[src/rtl/uart_pkg.sv]
// Shared UART definitions: receiver FSM states, framing constants, majority-vote helper.
package uart_pkg;

    localparam int unsigned OVERSAMPLE = 16;
    localparam int unsigned MID_SAMPLE = 9;
    localparam int unsigned DATA_BITS  = 8;
    localparam int unsigned SAMPLE_W   = 4;
    localparam int unsigned IDX_W      = 3;

    typedef enum logic [1:0] {
        IDLE  = 2'd0,
        START = 2'd1,
        DATA  = 2'd2,
        STOP  = 2'd3
    } rx_state_e;

    // Two-of-three vote over the mid-bit samples.
    function automatic logic maj3(input logic a, input logic b, input logic c);
        return (a & b) | (a & c) | (b & c);
    endfunction

endpackage

[src/rtl/uart_baud_tick.sv]
// Oversampling tick generator, shared by the UART receiver and transmitter.
// Ports:
//   sysclk  - system clock
//   Reset_n - asynchronous active-low reset
//   clr     - restart the divider so the next tick lands a full period later
//   tick    - registered one-cycle pulse every DIV sysclk cycles
module uart_baud_tick #(
    parameter int unsigned CLK_FREQ   = 100_000_000,
    parameter int unsigned BAUD       = 9600,
    parameter int unsigned OVERSAMPLE = 16
) (
    input  logic sysclk,
    input  logic Reset_n,
    input  logic clr,
    output logic tick
);

    localparam int unsigned DIV   = CLK_FREQ / (BAUD * OVERSAMPLE);
    localparam int unsigned CNT_W = (DIV > 1) ? $clog2(DIV) : 1;
    localparam logic [CNT_W-1:0] CNT_MAX = CNT_W'(DIV - 1);

    logic [CNT_W-1:0] cnt;

    // Divider counter 0..DIV-1; tick issued as the counter wraps.
    always_ff @(posedge sysclk or negedge Reset_n) begin
        if (!Reset_n) begin
            cnt  <= '0;
            tick <= 1'b0;
        end else if (clr) begin
            cnt  <= '0;
            tick <= 1'b0;
        end else if (cnt == CNT_MAX) begin
            cnt  <= '0;
            tick <= 1'b1;
        end else begin
            cnt  <= cnt + CNT_W'(1);
            tick <= 1'b0;
        end
    end

endmodule

[src/rtl/uart_rx_core.sv]
// UART 8N1 receiver: 16x oversampling, mid-bit majority vote, framing and overrun flags.
// Ports:
//   sysclk, Reset_n       - clock, asynchronous active-low reset
//   UART_IN               - asynchronous serial line, idle high
//   rx_data / rx_valid    - last received byte and its unread flag (cleared by rx_ack)
//   rx_ack                - one-cycle read strobe
//   frame_err / overrun   - sticky error flags, cleared by err_clr
//   err_clr               - one-cycle error clear strobe
//   rx_busy               - receiver is inside a frame
module uart_rx_core
    import uart_pkg::*;
#(
    parameter int unsigned CLK_FREQ   = 100_000_000,
    parameter int unsigned BAUD       = 9600,
    parameter int unsigned OVERSAMPLE = 16
) (
    input  logic       sysclk,
    input  logic       Reset_n,
    input  logic       UART_IN,
    output logic [7:0] rx_data,
    output logic       rx_valid,
    input  logic       rx_ack,
    output logic       frame_err,
    output logic       overrun,
    input  logic       err_clr,
    output logic       rx_busy
);

    localparam logic [SAMPLE_W-1:0] S_MID  = SAMPLE_W'(MID_SAMPLE);
    localparam logic [SAMPLE_W-1:0] S_PRE1 = SAMPLE_W'(MID_SAMPLE - 1);
    localparam logic [SAMPLE_W-1:0] S_PRE2 = SAMPLE_W'(MID_SAMPLE - 2);
    localparam logic [SAMPLE_W-1:0] S_LAST = SAMPLE_W'(OVERSAMPLE - 1);
    localparam logic [IDX_W-1:0]    I_LAST = IDX_W'(DATA_BITS - 1);

    rx_state_e            state;
    logic [1:0]           sync;
    logic                 line_prev;
    logic [SAMPLE_W-1:0]  s_cnt;
    logic [IDX_W-1:0]     bit_idx;
    logic                 bit_done;
    logic                 samp_a;
    logic                 samp_b;
    logic [DATA_BITS-1:0] shreg;
    logic                 deliver;
    logic                 tick;

    logic line_c;
    logic start_c;
    logic maj_c;
    logic mid_c;
    logic last_c;

    assign line_c  = sync[1];
    assign start_c = (state == IDLE) && line_prev && !line_c;
    assign maj_c   = maj3(samp_a, samp_b, line_c);
    assign mid_c   = tick && (s_cnt == S_MID);
    assign last_c  = tick && (s_cnt == S_LAST);

    // Divider is restarted on the start edge so sampling phase tracks the frame.
    uart_baud_tick #(
        .CLK_FREQ  (CLK_FREQ),
        .BAUD      (BAUD),
        .OVERSAMPLE(OVERSAMPLE)
    ) u_baud (
        .sysclk (sysclk),
        .Reset_n(Reset_n),
        .clr    (start_c),
        .tick   (tick)
    );

    // Synchroniser, sampling, FSM, shift register and output registers.
    always_ff @(posedge sysclk or negedge Reset_n) begin
        if (!Reset_n) begin
            state     <= IDLE;
            sync      <= 2'b11;
            line_prev <= 1'b1;
            s_cnt     <= '0;
            bit_idx   <= '0;
            bit_done  <= 1'b0;
            samp_a    <= 1'b1;
            samp_b    <= 1'b1;
            shreg     <= '0;
            deliver   <= 1'b0;
            rx_data   <= 8'h00;
            rx_valid  <= 1'b0;
            frame_err <= 1'b0;
            overrun   <= 1'b0;
            rx_busy   <= 1'b0;
        end else begin
            sync      <= {sync[0], UART_IN};
            line_prev <= line_c;
            deliver   <= 1'b0;

            if (tick) begin
                s_cnt <= s_cnt + SAMPLE_W'(1);
                if (s_cnt == S_PRE2) samp_a <= line_c;
                if (s_cnt == S_PRE1) samp_b <= line_c;
            end

            // Clear first so an error raised this cycle still wins.
            if (err_clr) begin
                frame_err <= 1'b0;
                overrun   <= 1'b0;
            end

            case (state)
                IDLE: begin
                    if (start_c) begin
                        state    <= START;
                        rx_busy  <= 1'b1;
                        s_cnt    <= '0;
                        bit_idx  <= '0;
                        bit_done <= 1'b0;
                    end
                end
                START: begin
                    if (mid_c) begin
                        if (maj_c) begin
                            state   <= IDLE;
                            rx_busy <= 1'b0;
                        end else begin
                            state <= DATA;
                        end
                    end
                end
                DATA: begin
                    if (mid_c) begin
                        shreg[bit_idx] <= maj_c;
                        bit_done       <= 1'b1;
                    end
                    // The first wrap after START closes the start bit, not a data bit.
                    if (last_c && bit_done) begin
                        bit_done <= 1'b0;
                        if (bit_idx == I_LAST) state <= STOP;
                        else bit_idx <= bit_idx + IDX_W'(1);
                    end
                end
                STOP: begin
                    if (mid_c) begin
                        state   <= IDLE;
                        rx_busy <= 1'b0;
                        if (maj_c) deliver   <= 1'b1;
                        else       frame_err <= 1'b1;
                    end
                end
                default: begin
                    state   <= IDLE;
                    rx_busy <= 1'b0;
                end
            endcase

            // Hand-off to the CPU register; a read in the same cycle frees the slot.
            if (deliver) begin
                if (!rx_valid || rx_ack) begin
                    rx_data  <= shreg;
                    rx_valid <= 1'b1;
                end else begin
                    overrun <= 1'b1;
                end
            end else if (rx_ack) begin
                rx_valid <= 1'b0;
            end
        end
    end

endmodule

[config.mk]
export PLATFORM = sky130hd
export DESIGN_NAME = uart_rx_core
export DESIGN_NICKNAME = d
export VERILOG_FILES = /design/src/rtl/uart_pkg.sv /design/src/rtl/uart_baud_tick.sv /design/src/rtl/uart_rx_core.sv
export SDC_FILE = /design/constraint.sdc
export NUM_CORES = 1
export LEC_CHECK = 0
export BUFFER_PORTS_ARGS = -buffer_cell sky130_fd_sc_hd__buf_2
export CAP_MARGIN = 20
export CORE_UTILIZATION = 40
export DETAILED_ROUTE_END_ITERATION = 6
export PLACE_DENSITY_LB_ADDON = 0.3
export SETUP_SLACK_MARGIN = 0.15
export SKIP_CTS_REPAIR_TIMING = 1
export SLEW_MARGIN = 20
export SYNTH_ARGS = -nofsm -noshare
export SYNTH_HDL_FRONTEND = slang
export SYNTH_HIERARCHICAL = 1
export SYNTH_SLANG_ARGS = --single-unit
[constraint.sdc]
create_clock -name sysclk -period 2.05 [get_ports sysclk]
set_clock_uncertainty 0.2 [all_clocks]
set_input_delay 0.3075 -clock sysclk [delete_from_list [all_inputs] [get_ports sysclk]]
set_output_delay 0.3075 -clock sysclk [all_outputs]
set_load 0.01 [all_outputs]
## After elaboration in Yosys (flattened, before gate mapping)

Cells that the tools add are included.

| word-level totals | value |
|---|---|
| output and inout port bits | 12 |
| input bits | 5 |
| flip-flop bits (word level) | 47 |
| logic and storage cells | 110 |

| operators by class | value |
|---|---|
| equality and inequality tests | 18 |
| bitwise operators | 5 |
| order comparisons | 2 |
| add/subtract/negate cells | 3 |
| reductions and logical operators | 22 |
| muxes and demuxes | 43 |

Operators with widths:

| operator | number |
|---|---|
| $mux W1 | 23 |
| $mux W10 | 2 |
| $ne A2 B2 Y1 const B | 7 |
| $eq A4 B4 Y1 const B | 3 |
| $mux W2 | 6 |
| $mux W4 | 3 |
| $add A10 B1 Y10 const B | 1 |
| $eq A10 B10 Y1 const B | 1 |
| $reduce_and A2 Y1 | 5 |
| $reduce_and A5 Y1 | 2 |
| $mux W3 | 3 |
| $bwmux W8 | 1 |
| $pmux W2 S4 | 1 |
| $logic_and A1 B1 Y1 | 6 |
| $pmux W3 S2 | 1 |
| $add A4 B1 Y4 const B | 1 |
| $eq A2 B2 Y1 const B | 2 |
| $eq A4 B3 Y1 const B | 1 |
| $lt A3 B4 Y1 const B | 1 |
| $reduce_and A4 Y1 | 1 |
| $reduce_bool A2 Y1 | 2 |
| $add A3 B1 Y3 const B | 1 |
| $and A1 B1 Y1 | 3 |
| $demux W1 S3 | 1 |
| 13 further kinds | 15 |

## Longest topological paths before layout

Gate-level depths: netlist of the first run.

| logic depth | value |
|---|---|
| depth in word-level cells | 6 |
| mapped depth | 6 |
| mapped depth without buffers | 5 |

## By module

The synthesis of the first run kept the hierarchy.

Modules (own cells, without submodules):

| module | cells each | area each (um^2) | times used | seq. area each (um^2) |
|---|---|---|---|---|
| uart_rx_core | 142 | 1691.6 | 1 | 907.1 |
| uart_baud_tick | 52 | 534.3 | 1 | 275.3 |

## Least setup slack after synthesis of the first run

OpenSTA, ideal clock, no wires.

| timing path | value |
|---|---|
| kind | register to register |
| start | reg line_prev |
| end | reg u_baud.cnt[9] |
| period minus slack after synthesis | 1.776 ns |
| cell stages (with the launch flop) | 7 |
| buffers on the path | 2 |
| arrival time | 1.447 ns |
| required time | 1.720 ns |
| setup time | 0.130 ns |
| path slack | 0.274 ns |
| cells stage by stage | dfstp_2 -> or4b_1 -> buf_2 -> inv_2 -> a41o_1 -> buf_6 -> a21oi_1 |

| on the way | value |
|---|---|
| word-level cells in the longest chain between the ends | 3 |

RTL lines:

| what | line | text |
|---|---|---|
| from (decl) | uart_rx_core.sv:37 | `logic line_prev;` |
| from (signal assigned) | uart_rx_core.sv:91 | `line_prev <= line_c;` |
| $logic_and A1 B1 Y1 (2 in series) | uart_rx_core.sv:54 | `assign start_c = (state == IDLE) && line_prev && !line_c;` |
| via start_c | uart_rx_core.sv:48 | `logic start_c;` |
| $mux W10 | uart_baud_tick.sv:29 | `end else if (clr) begin` |
| to (signal assigned) | uart_baud_tick.sv:36 | `cnt <= cnt + CNT_W'(1);` |
| to (decl) | uart_baud_tick.sv:22 | `logic [CNT_W-1:0] cnt;` |

The timed path passes the listed nets, and every way through them passes these cells.
A chain may end at the register's enable or synchronous reset.

## Final worst setup path of the first run

| timing path | value |
|---|---|
| start | reg s_cnt[1] |
| end | reg shreg[2] |

| on the way | value |
|---|---|
| word-level cells in the longest chain between the ends | 3 |

RTL lines:

| what | line | text |
|---|---|---|
| from (decl) | uart_rx_core.sv:38 | `logic [SAMPLE_W-1:0] s_cnt;` |
| from (signal assigned) | uart_rx_core.sv:95 | `s_cnt <= s_cnt + SAMPLE_W'(1);` |
| $eq A4 B4 Y1 | uart_rx_core.sv:56 | `assign mid_c = tick && (s_cnt == S_MID);` |
| $logic_and A1 B1 Y1 | uart_rx_core.sv:56 |  |
| $reduce_and A2 Y1 (no source line) | -- |  |
| to (signal, indexed assignment) | uart_rx_core.sv:128 | `shreg[bit_idx] <= maj_c;` |
| to (decl) | uart_rx_core.sv:43 | `logic [DATA_BITS-1:0] shreg;` |

No other way between the ends.

==> results of run 1 <==
==> layer usage <==
layer / share of wire / wire length (um)
met1: 0.49 / 2000
met4: 0.011 / 43
met5: 0 / 0
met2: 0.46 / 1880
met3: 0.034 / 139
==> cell usage in the layout (no fill, tap or decap), drive strengths merged, types with 2 or more instances in the layout <==
master and instances:
a21o 2, a21oi 6, a41o 2, and3 3, and4 2, buf 30, clkbuf 5, clkinv 2
dfrtp 42, dfstp 5, dlygate4sd3 2, ha 7, inv 12, mux2 18, nand2 8, nand3 9
nand3b 3, nand4 6, nand4b 3, nor2 12, nor4 3, nor4b 2, o2111ai 2, o211ai 4
o21ai 3, o31ai 2, o32ai 2, or3 3, or3b 2, or4 2, xnor2 2, xor2 4
==> worst max-delay path, delay by kind of cell, from the launching register on <==
kind,cells,cell delay (ns)
simple gates,2,0.59
fa+ha+maj,1,0.13
buf+inv,1,0.09
mux,1,0.36
flops,1,0.41
==> through the flow <==
step / setup slack (ns) / area [sq um] / cells / total power, mW / utilization
4_1_cts: 0.0935 / 2510 / 286 / 1.90 / 0.480
3_5_place_dp: 0.104 / 2420 / 278 / 1.33 / 0.462
5_1_grt: 0.112 / 2630 / 295 / 2.01 / 0.502
3_3_place_gp: 0.119 / 2420 / 278 / 1.32 / 0.462
6_report: 0.168 / 2630 / 295 / 1.89 / 0.502
2_1_floorplan: 0.274 / 2230 / 194 / 1.25 / -
==> report_power, final <==
part / internal [mW] / switching [mW]
Clock: 0.244 / 0.317
Combinational: 0.108 / 0.135
Sequential: 0.997 / 0.0920
==> state kept, by name, indices dropped and copies added, names as in the netlist, named ones only <==
register	count
shreg	8
bit_done	1
rx_data	8
sync	2
u_baud/tick	1
s_cnt	4
frame_err	1
rx_busy	1
u_baud/cnt	10
rx_valid	1
overrun	1
line_prev	1
state	1
deliver	1
bit_idx	3
samp_a	1
samp_b	1
==> cells by family after synthesis <==
| group | Yosys count | synth area share |
|---|---|---|
| xor+xnor | 6 | 0.0236 |
| buf+inv | 22 | 0.0416 |
| mux | 19 | 0.0956 |
| compound gates | 26 | 0.0843 |
| fa+ha+maj | 8 | 0.0438 |
| flops | 47 | 0.531 |
| simple gates | 66 | 0.180 |
==> final cells by class <==
| class | count | area share |
|---|---|---|
| Inverter | 12 | 0.0171 |
| Clock inverter | 3 | 0.00951 |
| Tap cell | 70 | 0.0333 |
| Clock buffer | 5 | 0.0262 |
| Multi-Input combinational cell | 126 | 0.381 |
| Timing Repair Buffer | 32 | 0.0828 |
| Sequential cell | 47 | 0.451 |
==> path summary, 6_finish.rpt <==
path / start / to / slack (ns) / cells past startpoint
max in group asynchronous: Reset_n / u_baud/tick / 0.83 / 3
max reg2reg: s_cnt[1] / shreg[2] / 0.17 / 5
min reg2reg: sync[0] / sync[1] / 0.16 / 0
min: err_clr / overrun / 0.009 / 2
min in group asynchronous: Reset_n / rx_data[0] / 0.29 / 2
max: s_cnt[1] / shreg[2] / 0.17 / 5
==> reports/results.txt, run 1 <==
CTS tree = done
Seq. cell area = 0.00118 sq mm
final WL = 4060 um
crit share post-route = 0.918
final setup violation count = 0
worst hold path class = input pin to flop
cts bufs inserted = 5
sequential-to-total area share from yosys stat = 0.531
1st-iter DRT viols = 78
Remaining DRCs = 0
RePlAce Congestion = 0.814
gr ovfl total = 0
most frequent cells after synthesis = dfrtp_1 (42), mux2_2 (17), nor2_1 (12), inv_1 (11)
grt met2 use = 0.242
die width = 76.6 um
IO Port Bufs = 16
area leader, netlist = dfrtp_1
static leakage = 1.21 nW
M3 GR Usage = 0.0371
TNS Setup = 0 ns
ranking of synthesized cells by area = dfrtp_1 (47%), mux2_2 (8.6%), dfstp_2 (5.9%), ha_1 (3.9%), nor2_1 (2.0%)
Synth Register Bits = 47
share of cells above drive strength 1 = 0.338
CTS max path bufs = 2
final hold vios = 0
first-pass GRT wire length = 6950 um
I/O Pins = 17
status = complete, no violations
slowest stage cell, crit path = dfrtp_1
Yosys cell types = 49
DIE AREA = 0.00587 sq mm
diode count = 0
Vias = 1575
Pwr Density = 719 mW/mm^2
critical-path maximum fanout = 3
startpoint types = flop
yosys warns = 6
Routed Antenna Nets = 0
slowest stage delay, CP = 0.41 ns
Layout fillers = 468
largest net degree at the start of global routing = 28
Via density = 5.34
core area = 0.00524 sq mm
Min Hold Slack = 0.00855 ns
antenna violations before repair = 0
Crit path required time = 2.04 ns
Multi-input gate area = 0.00100 sq mm
WP data arrival = 1.87 ns
RSZ-0062 raised after global routing = true
worst vdd ir = 0.429 mV
CP Capture Type = flop
clock period minus worst slack = 1.88 ns
drt pass-1 iters = 4
GRT Max-Usage Layer = met2
Post-synth EDFFs = 0
synthesis-to-finish area growth = 18.2%
Mapped Area = 0.00223 sq mm
max_cap viols = 0
CP Class = flop to flop
Fmax = 531 MHz
FFs w/ async S/R, synth = 1.00
cell count after synthesis = 194
Skew-Pair Late Insertion Delay = 0.30 ns
max-slew violations = 0
Die H = 76.6 um
Max H-tree Level = 2
# rows = 26
GR Util All Layers = 0.147
WL per Instance = 13.8 um
Post-Syn Nets = 206
Main synth FF type = dfrtp_1
CP Cell Sequence = inv_2, ha_4, nand4b_1, nor4_2, mux2_2
Nets = 236
worst slew pin tran = 0.487 ns
Clock transition at path regs = 0.09 ns
root buf cell = clkbuf_8
HPWL Detailed = 2780 um
Starting Density = 0.425
met1 GRT Util = 0.190
Max-slew headroom = 0.675
most frequent cell after synthesis = dfrtp_1
clk sink count = 47
Mapped Avg Cell Area = 11.5 sq um
Synth top area share = 0.472
vias in the first global route = 1525
Note: power is estimated with default switching activity, not from simulation.
==> inputs of run 2 (changes only) <==
--- a/config.mk
+++ b/config.mk
@@ -7,3 +7,2 @@
 export LEC_CHECK = 0
-export BUFFER_PORTS_ARGS = -buffer_cell sky130_fd_sc_hd__buf_2
 export CAP_MARGIN = 20
@@ -11,3 +10,4 @@
 export DETAILED_ROUTE_END_ITERATION = 6
-export PLACE_DENSITY_LB_ADDON = 0.3
+export DONT_BUFFER_PORTS = 1
+export PLACE_DENSITY = 0.59
 export SETUP_SLACK_MARGIN = 0.15
==> constraint.sdc (replaced) <==
create_clock -name sysclk -period 2.05 [get_ports sysclk]
set_clock_uncertainty 0.2 [all_clocks]
set_input_delay 0.615 -clock sysclk [delete_from_list [all_inputs] [get_ports sysclk]]
set_output_delay 0.615 -clock sysclk [all_outputs]
set_load 0.01 [all_outputs]
==> run 2 against run 1 <==
Net effect:
- the run now ends with negative hold slack left
- sequential share of layout area increased by 2.5 points
- power grew 5.3%
- sequential power is essentially flat
- flip-flop and latch count did not move
- critical path depth stayed put
- critical path type unchanged
- largest power group unchanged
==> reports/results.txt, run 2 (same netlist as run 1, synthesis figures left out) <==
status = finished with violations
failing checks = negative hold slack
DIE AREA = 0.00587 sq mm
Reg2Reg Setup Slack = 0.19 ns
Max H-tree Level = 2
commonest non-fill, non-tap cell in the layout = dfrtp_1
final setup violation count = 0
worst vdd ir = 0.799 mV
Tot Pwr = 1.99 mW
crit share post-route = 0.906
share of cells above drive strength 1 = 0.270
Critical path buffers and inverters = 1
CP Capture Type = flop
Placed Instances = 261
Critical R2R Launch = s_cnt[1]
clock period minus worst slack = 1.86 ns
Seq. cell area = 0.00118 sq mm
Vias = 1494
slowest stage cell, crit path = dfrtp_1
Max-slew headroom = 0.738
WL per Instance = 15.8 um
Nets = 215
Remaining DRCs = 0
I/O Pins = 17
FF-to-FF path depth = 5
critical-path maximum fanout = 4
worst hold path class = input pin to async pin
WP data arrival = 1.86 ns
max_cap viols = 0
Setup crit end = shreg[3]
cts bufs inserted = 5
synthesis-to-finish area growth = 11.9%
CP Cell Sequence = inv_2, ha_1, nand4b_1, nor4_2, mux2_2
Min Hold Slack = -0.212 ns
final WL = 4320 um
Setup Slack @ Placement = 0.0891 ns
largest net degree at the start of global routing = 48
IO Port Bufs = 0
final instance area = 0.00249 sq mm
CP Launch Point = s_cnt[1]
CP Depth = 5
slowest stage delay, CP = 0.43 ns
core area = 0.00524 sq mm
diode count = 0
Starting Density = 0.425
fin util = 0.476
most frequent cells in the layout = dfrtp_1 (41), mux2_2 (17), nor2_1 (12), buf_4 (12), inv_1 (10)
Skew-Pair Late Insertion Delay = 0.31 ns
TNS Setup = 0 ns
clk sink count = 47
first-pass GRT wire length = 7400 um
startpoint types = flop
Fmax = 539 MHz
GR Util All Layers = 0.160
Routed Antenna Nets = 0
1st-iter DRT viols = 102
final hold vios = 47
Crit path required time = 2.05 ns
Die H = 76.6 um
largest reg by FF count = u_baud/cnt
reg2reg end = shreg[3]
worst setup margin = 0.193 ns
root buf cell = clkbuf_8
RePlAce Congestion = 0.714
max-slew violations = 0
die width = 76.6 um
worst slew pin tran = 0.387 ns
Regs by FF count = u_baud/cnt x10, rx_data x8, shreg x8
Largest register FFs = 10
static leakage = 1.11 nW
RSZ-0062 raised after global routing = false
vias in the first global route = 1577
placed inst area = 0.00232 sq mm
Clock transition at path regs = 0.10 ns
Finished Layout Cells = 274
drt pass-1 iters = 4
Pwr Density = 800 mW/mm^2
# rows = 26
CP Class = flop to flop
HPWL Detailed = 3010 um
CTS max path bufs = 2
Via density = 5.45
CTS tree = done
antenna violations before repair = 0
Largest delay share family, worst path = simple AND/OR/NAND/NOR gates
gr ovfl total = 0
Multi-input gate area = 970 sq um
Layout fillers = 494
[run 2: layout make-up]
type | count | share of cell area
flip-flops and latches | 47 | 0.475
multi-input cells | 125 | 0.389
repair buffers | 12 | 0.0362
well taps | 70 | 0.0352
clock buffers | 5 | 0.0276
clock inverters | 3 | 0.0186
inverters | 12 | 0.0181
[run 2: how the worst min path moves through the flow]
stage             from  slack [ns]         end
5_1_grt        Reset_n       -0.24  rx_data[4]
3_5_place_dp   Reset_n        0.12    shreg[4]
2_1_floorplan  Reset_n        0.12   async pin
4_1_cts        Reset_n       -0.22    shreg[4]
6_report       Reset_n       -0.21    shreg[4]
3_3_place_gp   Reset_n        0.12  rx_data[1]
[run 2: per-layer routing]
metal	part of all wire	up-vias	GRT usage	wire (um)
li1	-	718	-	-
met1	0.44	743	0.184	1920
met2	0.51	27	0.280	2190
met3	0.035	6	0.0443	150
met4	0.014	0	0.0615	61
met5	0	-	0	0
[run 2: worst register-to-register path: cells and delay by family, from the launching register on]
| family | cells | cell delay, ns |
|---|---|---|
| and+or+nand+nor | 2 | 0.54 |
| DFF | 1 | 0.43 |
| muxes | 1 | 0.35 |
| adders and majority gates | 1 | 0.15 |
| buffers and inverters | 1 | 0.07 |
[run 2: report_power, final]
| group | leakage [nW] | internal, mW | switching, mW |
|---|---|---|---|
| Sequential | 0.619 | 0.997 | 0.0932 |
| Clock | 0.0548 | 0.368 | 0.333 |
| Combinational | 0.432 | 0.0909 | 0.110 |
